===== src/rtl/irq_pkg.sv =====
// Shared sizing defaults and output-stage state encoding for the IRQ pending controller.
package irq_pkg;

  localparam int N_REQ = 4;
  localparam int POS_W = 2;

  typedef enum logic {
    IDLE    = 1'b0,
    PRESENT = 1'b1
  } out_state_e;

endpackage


===== src/rtl/prio_enc_lsb.sv =====
// Combinational lowest-index priority encoder; pos is 0 when nothing is set.
module prio_enc_lsb #(
  parameter int N_REQ = 4,
  parameter int POS_W = 2
) (
  input  logic [N_REQ-1:0] vec,
  output logic [POS_W-1:0] pos,
  output logic             any
);

  // Scan from the top so the lowest set index is the last one written.
  always_comb begin
    pos = '0;
    any = 1'b0;
    for (int i = N_REQ - 1; i >= 0; i--) begin
      if (vec[i]) begin
        pos = POS_W'(i);
        any = 1'b1;
      end
    end
  end

endmodule


===== src/rtl/irq_pending_ctrl.sv =====
// Edge-captures request lines into a sticky pending register and presents the
// lowest-index unmasked pending line on a valid/ready output.
//
// state   | meaning
// IDLE    | nothing presented, out_valid low
// PRESENT | out_pos holds a claimed line, waiting for out_ready
module irq_pending_ctrl
  import irq_pkg::*;
#(
  parameter int N_REQ = irq_pkg::N_REQ,
  parameter int POS_W = irq_pkg::POS_W
) (
  input  logic             clk,
  input  logic             rst_n,
  input  logic [N_REQ-1:0] req_i,
  input  logic [N_REQ-1:0] mask_i,
  output logic             out_valid,
  output logic [POS_W-1:0] out_pos,
  input  logic             out_ready,
  output logic [N_REQ-1:0] ovr_o,
  input  logic [N_REQ-1:0] ovr_clr_i
);

  logic [N_REQ-1:0] req_q;
  logic [N_REQ-1:0] pending;
  logic [N_REQ-1:0] rise;
  logic [N_REQ-1:0] avail;
  logic [N_REQ-1:0] claim;
  logic [POS_W-1:0] enc_pos;
  logic             enc_any;
  logic             load_pos;
  out_state_e       state_q, state_d;

  assign rise  = req_i & ~req_q;
  assign avail = pending & ~mask_i;

  prio_enc_lsb #(
    .N_REQ(N_REQ),
    .POS_W(POS_W)
  ) u_enc (
    .vec(avail),
    .pos(enc_pos),
    .any(enc_any)
  );

  assign claim     = load_pos ? (N_REQ'(1) << enc_pos) : '0;
  assign out_valid = (state_q == PRESENT);

  always_comb begin
    state_d  = state_q;
    load_pos = 1'b0;
    case (state_q)
      IDLE: begin
        if (enc_any) begin
          state_d  = PRESENT;
          load_pos = 1'b1;
        end
      end
      PRESENT: begin
        if (out_ready) begin
          if (enc_any) begin
            load_pos = 1'b1;
          end else begin
            state_d = IDLE;
          end
        end
      end
      default: state_d = IDLE;
    endcase
  end

  always_ff @(posedge clk or negedge rst_n) begin
    if (!rst_n) begin
      state_q <= IDLE;
      out_pos <= '0;
    end else begin
      state_q <= state_d;
      if (load_pos) out_pos <= enc_pos;
    end
  end

  // A rise on the line being claimed this cycle re-arms it rather than overrunning.
  always_ff @(posedge clk or negedge rst_n) begin
    if (!rst_n) begin
      req_q   <= '0;
      pending <= '0;
      ovr_o   <= '0;
    end else begin
      req_q   <= req_i;
      pending <= (pending & ~claim) | rise;
      ovr_o   <= (ovr_o & ~ovr_clr_i) | (rise & pending & ~claim);
    end
  end

endmodule


===== config.mk =====
export PLATFORM = sky130hd
export DESIGN_NAME = irq_pending_ctrl
export DESIGN_NICKNAME = d
export VERILOG_FILES = /design/src/rtl/irq_pkg.sv /design/src/rtl/prio_enc_lsb.sv /design/src/rtl/irq_pending_ctrl.sv
export SDC_FILE = /design/constraint.sdc
export NUM_CORES = 1
export LEC_CHECK = 0
export BUFFER_PORTS_ARGS = -buffer_cell sky130_fd_sc_hd__buf_4
export CELL_PAD_IN_SITES_DETAIL_PLACEMENT = 0
export CELL_PAD_IN_SITES_GLOBAL_PLACEMENT = 1
export CORE_MARGIN = 4
export CORE_UTILIZATION = 38
export CTS_CLUSTER_DIAMETER = 120
export DETAILED_ROUTE_END_ITERATION = 7
export GPL_TIMING_DRIVEN = 0
export PLACE_DENSITY = 0.9
export SYNTH_ARGS = -nofsm -noshare
export SYNTH_HDL_FRONTEND = slang
export SYNTH_SLANG_ARGS = --single-unit
export TNS_END_PERCENT = 10

===== constraint.sdc =====
create_clock -name clk -period 3.1 [get_ports clk]
set_clock_uncertainty 0.2 [all_clocks]
set_input_delay 0.155 -clock clk [delete_from_list [all_inputs] [get_ports clk]]
set_output_delay 0.155 -clock clk [all_outputs]
set_load 0.005 [all_outputs]

### Yosys cells after proc, flatten, opt, wreduce, memory -nomap -nowiden

Cells that the tools add are included.

| cells by class | value |
|---|---|
| shifts and indexed selects | 1 |
| multiply operators | 0 |
| bitwise operators | 13 |
| eq/ne operators | 0 |
| muxes and demuxes | 14 |
| div/mod/pow operators | 0 |
| reductions and logical operators | 0 |
| order comparisons | 0 |
| add/sub/neg operators | 0 |

Operators with widths:

| cell | count |
|---|---|
| bitwise AND 4 bit | 6 |
| NOT 4 bit | 4 |
| 2-to-1 mux 2 bit | 4 |
| OR 4 bit | 2 |
| 2-to-1 mux 1 bit | 7 |
| 2-to-1 mux 4 bit | 1 |
| case mux 1 bit (2 select lines) | 2 |
| << shifter 1 x 2 -> 4 bit, first input constant | 1 |
| NOT 1 bit | 1 |

| storage, ports and cells | value |
|---|---|
| bits in latches | 0 |
| bits in read-only memories | 0 |
| input bits | 15 |
| memories | 0 |
| flip-flop bits (word level) | 15 |
| bits in writable memories | 0 |

### Logic depth before layout (Yosys ltp)

Gate-level depths: netlist (run 1).

| depth | value |
|---|---|
| word-level depth | 13 |
| mapped depth | 3 |
| gate-level depth less buffers | 3 |

### By module

A second synthesis (run 1) with hierarchy kept.

| second synthesis, totals | value |
|---|---|
| cell total of the unflattened synthesis | 54 |
| area total of the unflattened synthesis | 639.4 um2 |

Modules (own cells, without submodules):

| module | area an instance (um2) | sequential area each (um2) | cells an instance | instances |
|---|---|---|---|---|
| irq_pending_ctrl | 604.3 | 375.4 | 47 | 1 |
| prio_enc_lsb | 35.0 | 0.0 | 7 | 1 |

### Worst setup path after synthesis (run 1)

No wires, ideal clock.

| timing | value |
|---|---|
| path type | flip-flop to flip-flop |
| start | register state_q (netlist: out_valid) |
| end | register ovr_o[2] |
| arrival | 0.937 ns |
| period minus slack after synthesis | 1.273 ns |
| path buffers | 0 |
| cell stages (with the launch flop) | 4 |
| slack | 1.827 ns |
| required time | 2.764 ns |
| path through | dfrtp_1 nor2b_4 o41ai_2 o22ai_1 |

| on the way | value |
|---|---|
| cells in the longest elaborated chain, start to end | 6 |

Ends and longest elaborated chain:

| what | RTL line | text |
|---|---|---|
| start, declared | irq_pending_ctrl.sv:32 | `out_state_e state_q, state_d;` |
| start signal, assigned | irq_pending_ctrl.sv:77 | `state_q <= state_d;` |
| NOT 1 bit | - |  |
| case mux 1 bit (2 select lines) (*) | irq_pending_ctrl.sv:52 | `case (state_q)` |
| 2-to-1 mux 4 bit (*) | irq_pending_ctrl.sv:46 | `assign claim = load_pos ? (N_REQ'(1) << enc_pos) : '0;` |
| NOT 4 bit (*) | irq_pending_ctrl.sv:91 | `ovr_o <= (ovr_o & ~ovr_clr_i) \| (rise & pending & ~claim);` |
| bitwise AND 4 bit (*) | irq_pending_ctrl.sv:91 |  |
| OR 4 bit (*) | irq_pending_ctrl.sv:91 |  |
| end signal, assigned | irq_pending_ctrl.sv:91 |  |
| end, declared | irq_pending_ctrl.sv:20 | `output logic [N_REQ-1:0] ovr_o,` |

Mark *: on every way between the ends. The rest lies on a longest branch, timed or not.
A chain may end at the register's enable or synchronous reset.

### Worst setup path in the final report (run 1)

| timing | value |
|---|---|
| start | input mask_i[2] |
| end | register out_pos[0] |

| on the way | value |
|---|---|
| cells in the longest elaborated chain, start to end | 8 |
| elaborated cells on any way between the ends | 11 |
| classes of those cells | mux (9); bitwise (2) |

Ends and longest elaborated chain:

| what | RTL line | text |
|---|---|---|
| start, declared | irq_pending_ctrl.sv:16 | `input logic [N_REQ-1:0] mask_i,` |
| NOT 4 bit (*) | irq_pending_ctrl.sv:35 | `assign avail = pending & ~mask_i;` |
| bitwise AND 4 bit (*) | irq_pending_ctrl.sv:35 |  |
| 2-to-1 mux 1 bit (3 in series) | prio_enc_lsb.sv:16 | `if (vec[i]) begin` |
| 2-to-1 mux 1 bit | irq_pending_ctrl.sv:54, irq_pending_ctrl.sv:61 |  |
| 2-to-1 mux 1 bit | irq_pending_ctrl.sv:60 | `if (out_ready) begin` |
| case mux 1 bit (2 select lines) | irq_pending_ctrl.sv:52 |  |
| end signal, assigned | irq_pending_ctrl.sv:78 | `if (load_pos) out_pos <= enc_pos;` |
| end, declared | irq_pending_ctrl.sv:18 | `output logic [POS_W-1:0] out_pos,` |

Marks and branches as above.

==> flow_summary.json, run 1 <==
{
  "boundaryPins": 22,
  "worst_slew_pin_slew_ns": 0.3395,
  "cts_tree": "yes",
  "io_buffer_count": 21,
  "regToRegEndpoint": "ovr_o[2]$_DFF_PN0_",
  "drtIter0Drc": 3,
  "pwr-share-comb": 0.261,
  "num_rows": 14,
  "fin_nets": 108,
  "preCtsSetupSlack_ns": 1.755,
  "nFillCells": 131,
  "setup_violations": 0,
  "rsz0062_at_grt": "no",
  "die_h_um": 48.90,
  "tns_ns": 0,
  "worstSetupPathType": "input pin to register",
  "relSlewSlack": 0.7720,
  "reg2reg_depth": 3,
  "clkTransAtPathRegs_ns": 0.08,
  "cp_data_required_time_ns": 3.09,
  "finalWirelength_um": 1252,
  "syn_area_um2": 635.6,
  "startpoint": "mask_i[2]",
  "die_w_um": 48.90,
  "path_depth": 5,
  "ys_warn_count": 0,
  "overflow": 0,
  "dp_hpwl_um": 917.5,
  "first_pass_iters": 4,
  "cp-start-kind": "input pin",
  "yosysTopAreaCell": "dfrtp_1",
  "synth_edf_count": 0,
  "p_clk_frac": 0.227,
  "intPower_uw": 344.4,
  "synth_seq_area_share": 0.5906,
  "wl_per_cell_um": 11.59,
  "p_sw_uw": 121.6,
  "rrSetupSlack_ns": 1.76,
  "ir_drop_uv": 313.4,
  "synthCells": 55,
  "ant_nets": 0,
  "cellLeakagePower_uw": 0.0004518,
  "ys_top_cells_by_area": "dfrtp_1 59%, nor2b_4 6.5%, nand2b_1 4.9%, a21oi_1 3.1%, nor2b_1 3.0%",
  "synth.net_count": 70,
  "cts_buffer_depth": 2,
  "max_freq_mhz": 715.7,
  "swShare": 0.2610,
  "synth_top_area_frac": 0.5906,
  "hp-class": "input pin to register",
  "cts_max_level": 1,
  "period_minus_slack_ns": 1.397,
  "slew_viol_final": 0,
  "place.gp.congestion": 0.6673,
  "reg2reg_from": "out_valid$_DFF_PN0_",
  "antenna_found_initial": 0,
  "arrival_ns": 1.39,
  "crit_slowest_cell": "dlygate4sd3_1",
  "clkLatencyLatePin_ns": 0.27,
  "area_growth_pct": 50.98,
  "finalHoldViolCount": 0,
  "cts_sinks": 15,
  "path_cells": "dlygate4sd3_1 > buf_4 > nand2b_1 > and2_1 > a221oi_2",
  "start_util": 0.4123,
  "drc": 0,
  "synth_cell_types": 18,
  "synthTopCellsByCount": "15 x dfrtp_1, 5 x nand2b_1, 4 x a21oi_1, 4 x nand2_1",
  "vias": 526,
  "fin_crit_sh": 0.4507,
  "endpoint": "out_pos[0]$_DFFE_PN0P_",
  "powerDensity_nw_per_um2": 485.6,
  "syn_avg_cell_area_um2": 11.56,
  "avgViaCountPerCell": 4.870,
  "first_global_vias": 556,
  "antennaDiodeCount": 0,
  "cp_max_fo": 3,
  "dieArea_um2": 2391,
  "post-synth-top-count-cell": "dfrtp_1",
  "path_delay_family": "buffers and inverters",
  "core_um2": 1541,
  "setup_slack_ns": 1.703,
  "grt_pass1_wl_um": 2290,
  "grt.total_usage": 0.1189,
  "drive_above_1_share": 0.3152,
  "ys_seq_elements": 15,
  "slowest_delay_ns": 0.53,
  "cts_resized": 0,
  "hold_depth": 3,
  "cts_root_buf": "clkbuf_4",
  "cts_buffers": 3,
  "status": "completed",
  "crit_path_end_kind": "register",
  "ys_async_sr_fraction": 1.000,
  "grt_max_degree": 16,
  "cp_num_buf_inv": 2,
  "drv_cap": 0,
  "synthFlopType": "dfrtp_1",
  "seq_power_share": 0.512
}
[metrics by stage]
step           hold WS, ns    util  total power (µW)  std cells  cell area (µm²)
2_1_floorplan      -0.3406       -             297.3         55            635.6
3_3_place_gp       -0.1829  0.5276             349.1         92            813.3
3_5_place_dp       -0.1779  0.5276             353.2         92            813.3
4_1_cts            0.03182  0.6226             475.4        108            959.7
5_1_grt            0.04011  0.6226             499.6        108            959.7
6_report           0.03796  0.6226             466.0        108            959.7
[cell usage in the layout, fill, tap and decap left out, types with 2 or more instances in the layout]
cell / n
buf_4: 21
dfrtp_1: 15
dlygate4sd3_1: 12
nand2b_1: 5
nand2_1: 4
a21oi_1: 4
inv_1: 3
nor2b_4: 3
o22ai_1: 3
nor3_1: 3
nor2b_1: 3
nor2_1: 3
clkbuf_4: 3
o21ai_0: 2
[worst min path at each step]
stage | to | from
finish | out_pos[0]$_DFFE_PN0P_ | out_ready
global route | pending[0]$_DFF_PN0_ | mask_i[0]
floorplan | out_pos[0]$_DFFE_PN0P_ | rst_n
global placement | ovr_o[0]$_DFF_PN0_ | rst_n
detailed placement | ovr_o[0]$_DFF_PN0_ | rst_n
CTS | pending[0]$_DFF_PN0_ | mask_i[0]
[worst min-delay path, cell delays in order]
cell	delay [ns]
buf_4	0.10
or2b_1	0.15
a221oi_2	0.07
[kinds of logic (layout without fill, tap and decap cells)]
family,Yosys count,count (layout),share of synthesized area
simple gates,23,23,0.2303
flops,15,15,0.5906
buf+inv,3,40,0.01772
compound gates,14,14,0.1614
[layer usage]
layer | up-vias | global-route usage | part of all wire | wire length [µm]
li1 | 264 | - | - | -
met1 | 251 | 0.1478 | 0.42 | 530
met2 | 9 | 0.1913 | 0.53 | 668
met3 | 2 | 0.03058 | 0.031 | 39
met4 | 0 | 0.05381 | 0.011 | 14
met5 | - | 0 | 0 | 0
[layout make-up]
type	instances	area, µm²	area share
clock buffers	4	26.28	0.02738
inverters	3	11.26	0.01173
multi-input cells	37	249.0	0.2595
flip-flops and latches	15	375.4	0.3911
well taps	16	20.02	0.02086
repair buffers	33	277.8	0.2894
[registers in the layout (all words and copies together) (netlist names)]
name       flops
out_valid      1
req_q          4
pending        4
ovr_o          4
out_pos        2
[timing repair]
item | CTS | global route
hold buffers | 12 | 0
setup buffers | 0 | 0
endpoints found under the hold margin | 27 | 0
[power groups by stage]
stage,Sequential [µW],Combinational [µW],Clock (µW)
detailed placement,242,111,0
global route,242,135,122
global placement,240,109,0
CTS,239,123,114
finish,238,122,106
floorplan,241,56.6,0
Note: power is estimated with default switching activity, not from simulation.
==> run 2, diff against run 1 <==
--- a/config.mk
+++ b/config.mk
@@ -9,11 +9,11 @@
 export CELL_PAD_IN_SITES_DETAIL_PLACEMENT = 0
 export CELL_PAD_IN_SITES_GLOBAL_PLACEMENT = 1
 export CORE_MARGIN = 4
-export CORE_UTILIZATION = 38
+export CORE_UTILIZATION = 35
 export CTS_CLUSTER_DIAMETER = 120
 export DETAILED_ROUTE_END_ITERATION = 7
 export GPL_TIMING_DRIVEN = 0
-export PLACE_DENSITY = 0.9
+export PLACE_DENSITY = 0.85
 export SYNTH_ARGS = -nofsm -noshare
 export SYNTH_HDL_FRONTEND = slang
 export SYNTH_SLANG_ARGS = --single-unit
==> constraint.sdc (replaced) <==
create_clock -name clk -period 1.37 [get_ports clk]
set_clock_uncertainty 0.2 [all_clocks]
set_input_delay 0.0685 -clock clk [delete_from_list [all_inputs] [get_ports clk]]
set_output_delay 0.0685 -clock clk [all_outputs]
set_load 0.005 [all_outputs]
==> flow_summary.json, run 2 (synthesis gave the netlist of run 1 again) <==
{
  "clkTransAtPathRegs_ns": 0.09,
  "cts_root_buf": "clkbuf_4",
  "io_buffer_count": 21,
  "nFillCells": 154,
  "hold_depth": 2,
  "vias": 537,
  "ant_nets": 0,
  "drive_above_1_share": 0.3263,
  "powerDensity_nw_per_um2": 1057,
  "slowest_delay_ns": 0.54,
  "post-route-util": 0.5899,
  "cellLeakagePower_uw": 0.0004721,
  "area_growth_pct": 60.24,
  "path_cells": "dlygate4sd3_1 > buf_4 > nor2b_4 > o21bai_1 > a221oi_2",
  "relSlewSlack": 0.8147,
  "cts_setup_buffers": 0,
  "drtIter0Drc": 2,
  "crit_path_end_kind": "register",
  "period_minus_slack_ns": 1.311,
  "setup_violations": 0,
  "cp-start-kind": "input pin",
  "reg.largest.list": "ovr_o x4, pending x4, req_q x4",
  "drc": 0,
  "grt_pass1_wl_um": 2132,
  "finalWirelength_um": 1221,
  "cts_buffers": 3,
  "ir_drop_uv": 585.3,
  "start_util": 0.3681,
  "antenna_found_initial": 0,
  "overflow": 0,
  "clkLatencyLatePin_ns": 0.28,
  "path_delay_family": "buffers and inverters",
  "place.gp.congestion": 0.7697,
  "cp_data_required_time_ns": 1.37,
  "first_global_vias": 512,
  "dieArea_um2": 2562,
  "path_depth": 5,
  "finalHoldViolCount": 0,
  "finalPower_uw": 1077,
  "cts_buffer_depth": 2,
  "avgViaCountPerCell": 4.475,
  "dp_hpwl_um": 882.2,
  "slew_viol_final": 0,
  "die_w_um": 50.62,
  "status": "completed",
  "final_cell_mix": "21 x buf_4, 15 x dlygate4sd3_1, 15 x dfrtp_1, 5 x nand2b_1",
  "fin_crit_sh": 0.9572,
  "max_freq_mhz": 762.6,
  "die_h_um": 50.62,
  "worst_slew_pin_slew_ns": 0.2756,
  "antennaDiodeCount": 0,
  "cts_sinks": 15,
  "worstSetupPathType": "input pin to register",
  "grt_max_degree": 16,
  "wl_per_cell_um": 10.18,
  "cts_tree": "yes",
  "cp_num_buf_inv": 2,
  "arrival_ns": 1.31,
  "grt.total_usage": 0.1151,
  "reg2reg_depth": 3,
  "core_um2": 1727,
  "crit_slowest_cell": "dlygate4sd3_1",
  "cp_max_fo": 5,
  "first_pass_iters": 2,
  "num_rows": 15,
  "rsz0062_at_grt": "yes",
  "boundaryPins": 22,
  "drv_cap": 0,
  "hp-class": "input pin to register",
  "fin_nets": 111,
  "final_common_cell": "buf_4",
  "cts_max_level": 1
}
-- run 2: cell count changes in the layout (fill, tap and decap cells not counted), sizes merged --
cell | previous run | this run
clkbuf | 4 | 3
clkinv | 0 | 1
dlygate4sd3 | 12 | 15
-- run 2: per-stage QoR --
| step | hold WS (ns) | std cells | setup TNS (ns) | setup WS, ns | area [µm²] |
|---|---|---|---|---|---|
| global placement | -0.2687 | 101 | 0 | 0.05353 | 824.5 |
| detailed placement | -0.2674 | 101 | 0 | 0.04217 | 824.5 |
| CTS | 0.2181 | 120 | 0 | 0.02785 | 1002 |
| floorplan | -0.4271 | 55 | 0 | 0.09708 | 635.6 |
| finish | 0.2343 | 120 | 0 | 0.05864 | 1018 |
| global route | 0.2389 | 120 | -0.004817 | -0.003674 | 1018 |
-- run 2: timing repair --
action | 4_1_cts | 5_1_grt
gates resized for setup | 0 | 2
hold buffers | 15 | 0
endpoints found under the hold margin | 29 | 0
endpoints found under the setup margin | 0 | 3
-- run 2: metal layers --
layer  wire (µm)  global-route usage  part of all wire
met5           0                   0                 0
met4          47             0.09417             0.038
met3          77             0.02671             0.063
met2         554              0.1739              0.45
met1         541              0.1381              0.44
-- run 2: cell type report --
cell class              instances  area [µm²]  share of cell area
flip-flops and latches         15       375.4              0.3685
clock buffers                   3       22.52             0.02211
well taps                      25       31.28             0.03071
repair buffers                 36       307.8              0.3022
clock inverters                 1       5.005            0.004914
multi-input cells              37       265.3              0.2604
inverters                       3       11.26             0.01106
-- run 2: power breakdown --
group	switching [µW]	internal (µW)
registers	34.1	502
clock network	143	108
logic	113	176
-- run 2: final timing paths --
path	startpoint	end	slack [ns]
worst max-delay path	mask_i[1]	out_pos[0]$_DFFE_PN0P_	0.06
worst min-delay path	req_i[2]	req_q[2]$_DFF_PN0_	0.23
worst max register to register	out_valid$_DFF_PN0_	ovr_o[2]$_DFF_PN0_	0.07
worst min register to register	out_pos[1]$_DFFE_PN0P_	out_pos[1]$_DFFE_PN0P_	0.30
max in group asynchronous	rst_n	pending[0]$_DFF_PN0_	0.28
min in group asynchronous	rst_n	out_valid$_DFF_PN0_	0.52
==> run 3, diff against run 2 <==
--- a/config.mk
+++ b/config.mk
@@ -10,9 +10,8 @@
 export CELL_PAD_IN_SITES_GLOBAL_PLACEMENT = 1
 export CORE_MARGIN = 4
 export CORE_UTILIZATION = 35
-export CTS_CLUSTER_DIAMETER = 120
+export CTS_CLUSTER_DIAMETER = 100
 export DETAILED_ROUTE_END_ITERATION = 7
-export GPL_TIMING_DRIVEN = 0
 export PLACE_DENSITY = 0.85
 export SYNTH_ARGS = -nofsm -noshare
 export SYNTH_HDL_FRONTEND = slang
==> constraint.sdc (replaced) <==
create_clock -name clk -period 1.5 [get_ports clk]
set_clock_uncertainty 0.2 [all_clocks]
set_input_delay 0.075 -clock clk [delete_from_list [all_inputs] [get_ports clk]]
set_output_delay 0.075 -clock clk [all_outputs]
set_load 0.005 [all_outputs]
==> flow_summary.json, run 3 (synthesis gave the netlist of run 1 again) <==
{
  "boundaryPins": 22,
  "regArea_um2": 375.4,
  "multi_input_area_um2": 249.0,
  "regToRegEndpoint": "ovr_o[2]$_DFF_PN0_",
  "hp-start": "req_i[2]",
  "hp-class": "input pin to register",
  "status": "completed",
  "place.gp.congestion": 0.7187,
  "grt_max_degree": 16,
  "cts_sinks": 15,
  "relSlewSlack": 0.7617,
  "cts_buffers": 3,
  "antenna_found_initial": 0,
  "wl_per_cell_um": 11.20,
  "reg2reg_depth": 3,
  "path_cells": "nor2b_4 > o41ai_2 > o22ai_1",
  "fin_nets": 111,
  "cts_buffer_depth": 2,
  "vias": 546,
  "rsz0062_at_grt": "no",
  "ir_drop_uv": 565.0,
  "start_util": 0.3681,
  "grt.total_usage": 0.1288,
  "final_cell_mix": "21 x buf_4, 15 x dlygate4sd3_1, 15 x dfrtp_1, 5 x nand2b_1",
  "die_w_um": 50.62,
  "antennaDiodeCount": 0,
  "setup_violations": 0,
  "powerDensity_nw_per_um2": 975.9,
  "final_common_cell": "buf_4",
  "dieArea_um2": 2562,
  "drtIter0Drc": 2,
  "slowest_delay_ns": 0.40,
  "max_freq_mhz": 749.3,
  "ant_nets": 0,
  "avgViaCountPerCell": 4.550,
  "clkLatencyLatePin_ns": 0.28,
  "first_pass_iters": 2,
  "dp_hpwl_um": 935,
  "area_growth_pct": 57.68,
  "drive_above_1_share": 0.3158,
  "cp_data_required_time_ns": 1.46,
  "cts_root_buf": "clkbuf_4",
  "worstSetupPathType": "register to register",
  "cp-start-kind": "register",
  "post-route-util": 0.5804,
  "drv_cap": 0,
  "cts_tree": "yes",
  "grt_pass1_wl_um": 2463,
  "finalHoldViolCount": 0,
  "cp_max_fo": 5,
  "cts_resized": 0,
  "reg2reg_from": "out_valid$_DFF_PN0_",
  "crit_slowest_cell": "dfrtp_1",
  "reg.largest.list": "ovr_o x4, pending x4, req_q x4",
  "cellLeakagePower_uw": 0.0004671,
  "nFillCells": 164,
  "overflow": 0,
  "period_minus_slack_ns": 1.335,
  "drc": 0,
  "tns_ns": 0,
  "rrSetupSlack_ns": 0.17,
  "clkTransAtPathRegs_ns": 0.09,
  "first_global_vias": 579,
  "min_delay_worst_endpoint": "req_q[2]$_DFF_PN0_",
  "worst_slew_pin_slew_ns": 0.3547,
  "hold_depth": 2,
  "cts_max_level": 1,
  "core_um2": 1727,
  "die_h_um": 50.62,
  "finalWirelength_um": 1344,
  "num_rows": 15,
  "crit_path_end_kind": "register",
  "fin_crit_sh": 0.8897,
  "slew_viol_final": 0,
  "io_buffer_count": 21,
  "arrival_ns": 1.30
}
## run 3: cell types whose count changed in the layout (fill, tap and decap cells not counted)
| cell | previous run | this run |
|---|---|---|
| o41ai_2 | 0 | 1 |
| nor3_1 | 2 | 3 |
| nor3_2 | 1 | 0 |
| o41ai_4 | 1 | 0 |
## run 3: layout make-up
cell class,count,share of cell area
flip-flops and latches,15,0.3745
repair buffers,36,0.3071
clock buffers,3,0.02247
clock inverters,1,0.004994
multi-input cells,37,0.2484
well taps,25,0.03121
inverters,3,0.01124
## run 3: worst max-delay path by stage
| stage | start | to | slack, ns | depth (start not counted) |
|---|---|---|---|---|
| floorplan | out_valid$_DFF_PN0_ | ovr_o[2]$_DFF_PN0_ | 0.23 | 3 |
| global placement | out_valid$_DFF_PN0_ | ovr_o[2]$_DFF_PN0_ | 0.21 | 3 |
| detailed placement | out_valid$_DFF_PN0_ | ovr_o[2]$_DFF_PN0_ | 0.15 | 3 |
| CTS | out_valid$_DFF_PN0_ | ovr_o[2]$_DFF_PN0_ | 0.15 | 3 |
| global route | out_valid$_DFF_PN0_ | ovr_o[2]$_DFF_PN0_ | 0.08 | 3 |
| finish | out_valid$_DFF_PN0_ | ovr_o[2]$_DFF_PN0_ | 0.17 | 3 |
## run 3: critical path: cells and delay by family, from the launching register on
family           cells  cell delay [ns]
AO/OA/AOI/OAI        2             0.47
flip-flops           1             0.40
AND/OR/NAND/NOR      1             0.15
## run 3: timing repair
item                                   in CTS  in global routing
hold buffers                               15                  0
setup buffers                               0                  0
endpoints found under the hold margin      29                  0
## run 3: per-stage QoR
step / setup WS (ns) / instances / hold slack [ns] / power [µW] / instance area [µm²]
final: 0.1654 / 120 / 0.2453 / 978.0 / 1002
after detailed placement: 0.1497 / 101 / -0.2600 / 729.2 / 824.5
after global routing: 0.07708 / 120 / 0.2468 / 1046 / 1002
after global placement: 0.2089 / 101 / -0.2619 / 724.1 / 824.5
after floorplan: 0.2271 / 55 / -0.4206 / 614.3 / 635.6
after CTS: 0.1450 / 120 / 0.2285 / 998.0 / 1002
## run 3: where the power goes
part / internal [µW] / leakage (µW) / switching (µW) / total, µW
logic: 155 / 0.000274 / 102 / 258
registers: 459 / 0.000175 / 32.8 / 492
clock network: 99.0 / 0.0000177 / 130 / 229
## run 3: per-layer routing
layer	vias up	track usage	part of all wire
li1	273	-	-
met1	252	0.1487	0.43
met2	17	0.2174	0.49
met3	4	0.02374	0.059
met4	0	0.08072	0.023
met5	-	0	0
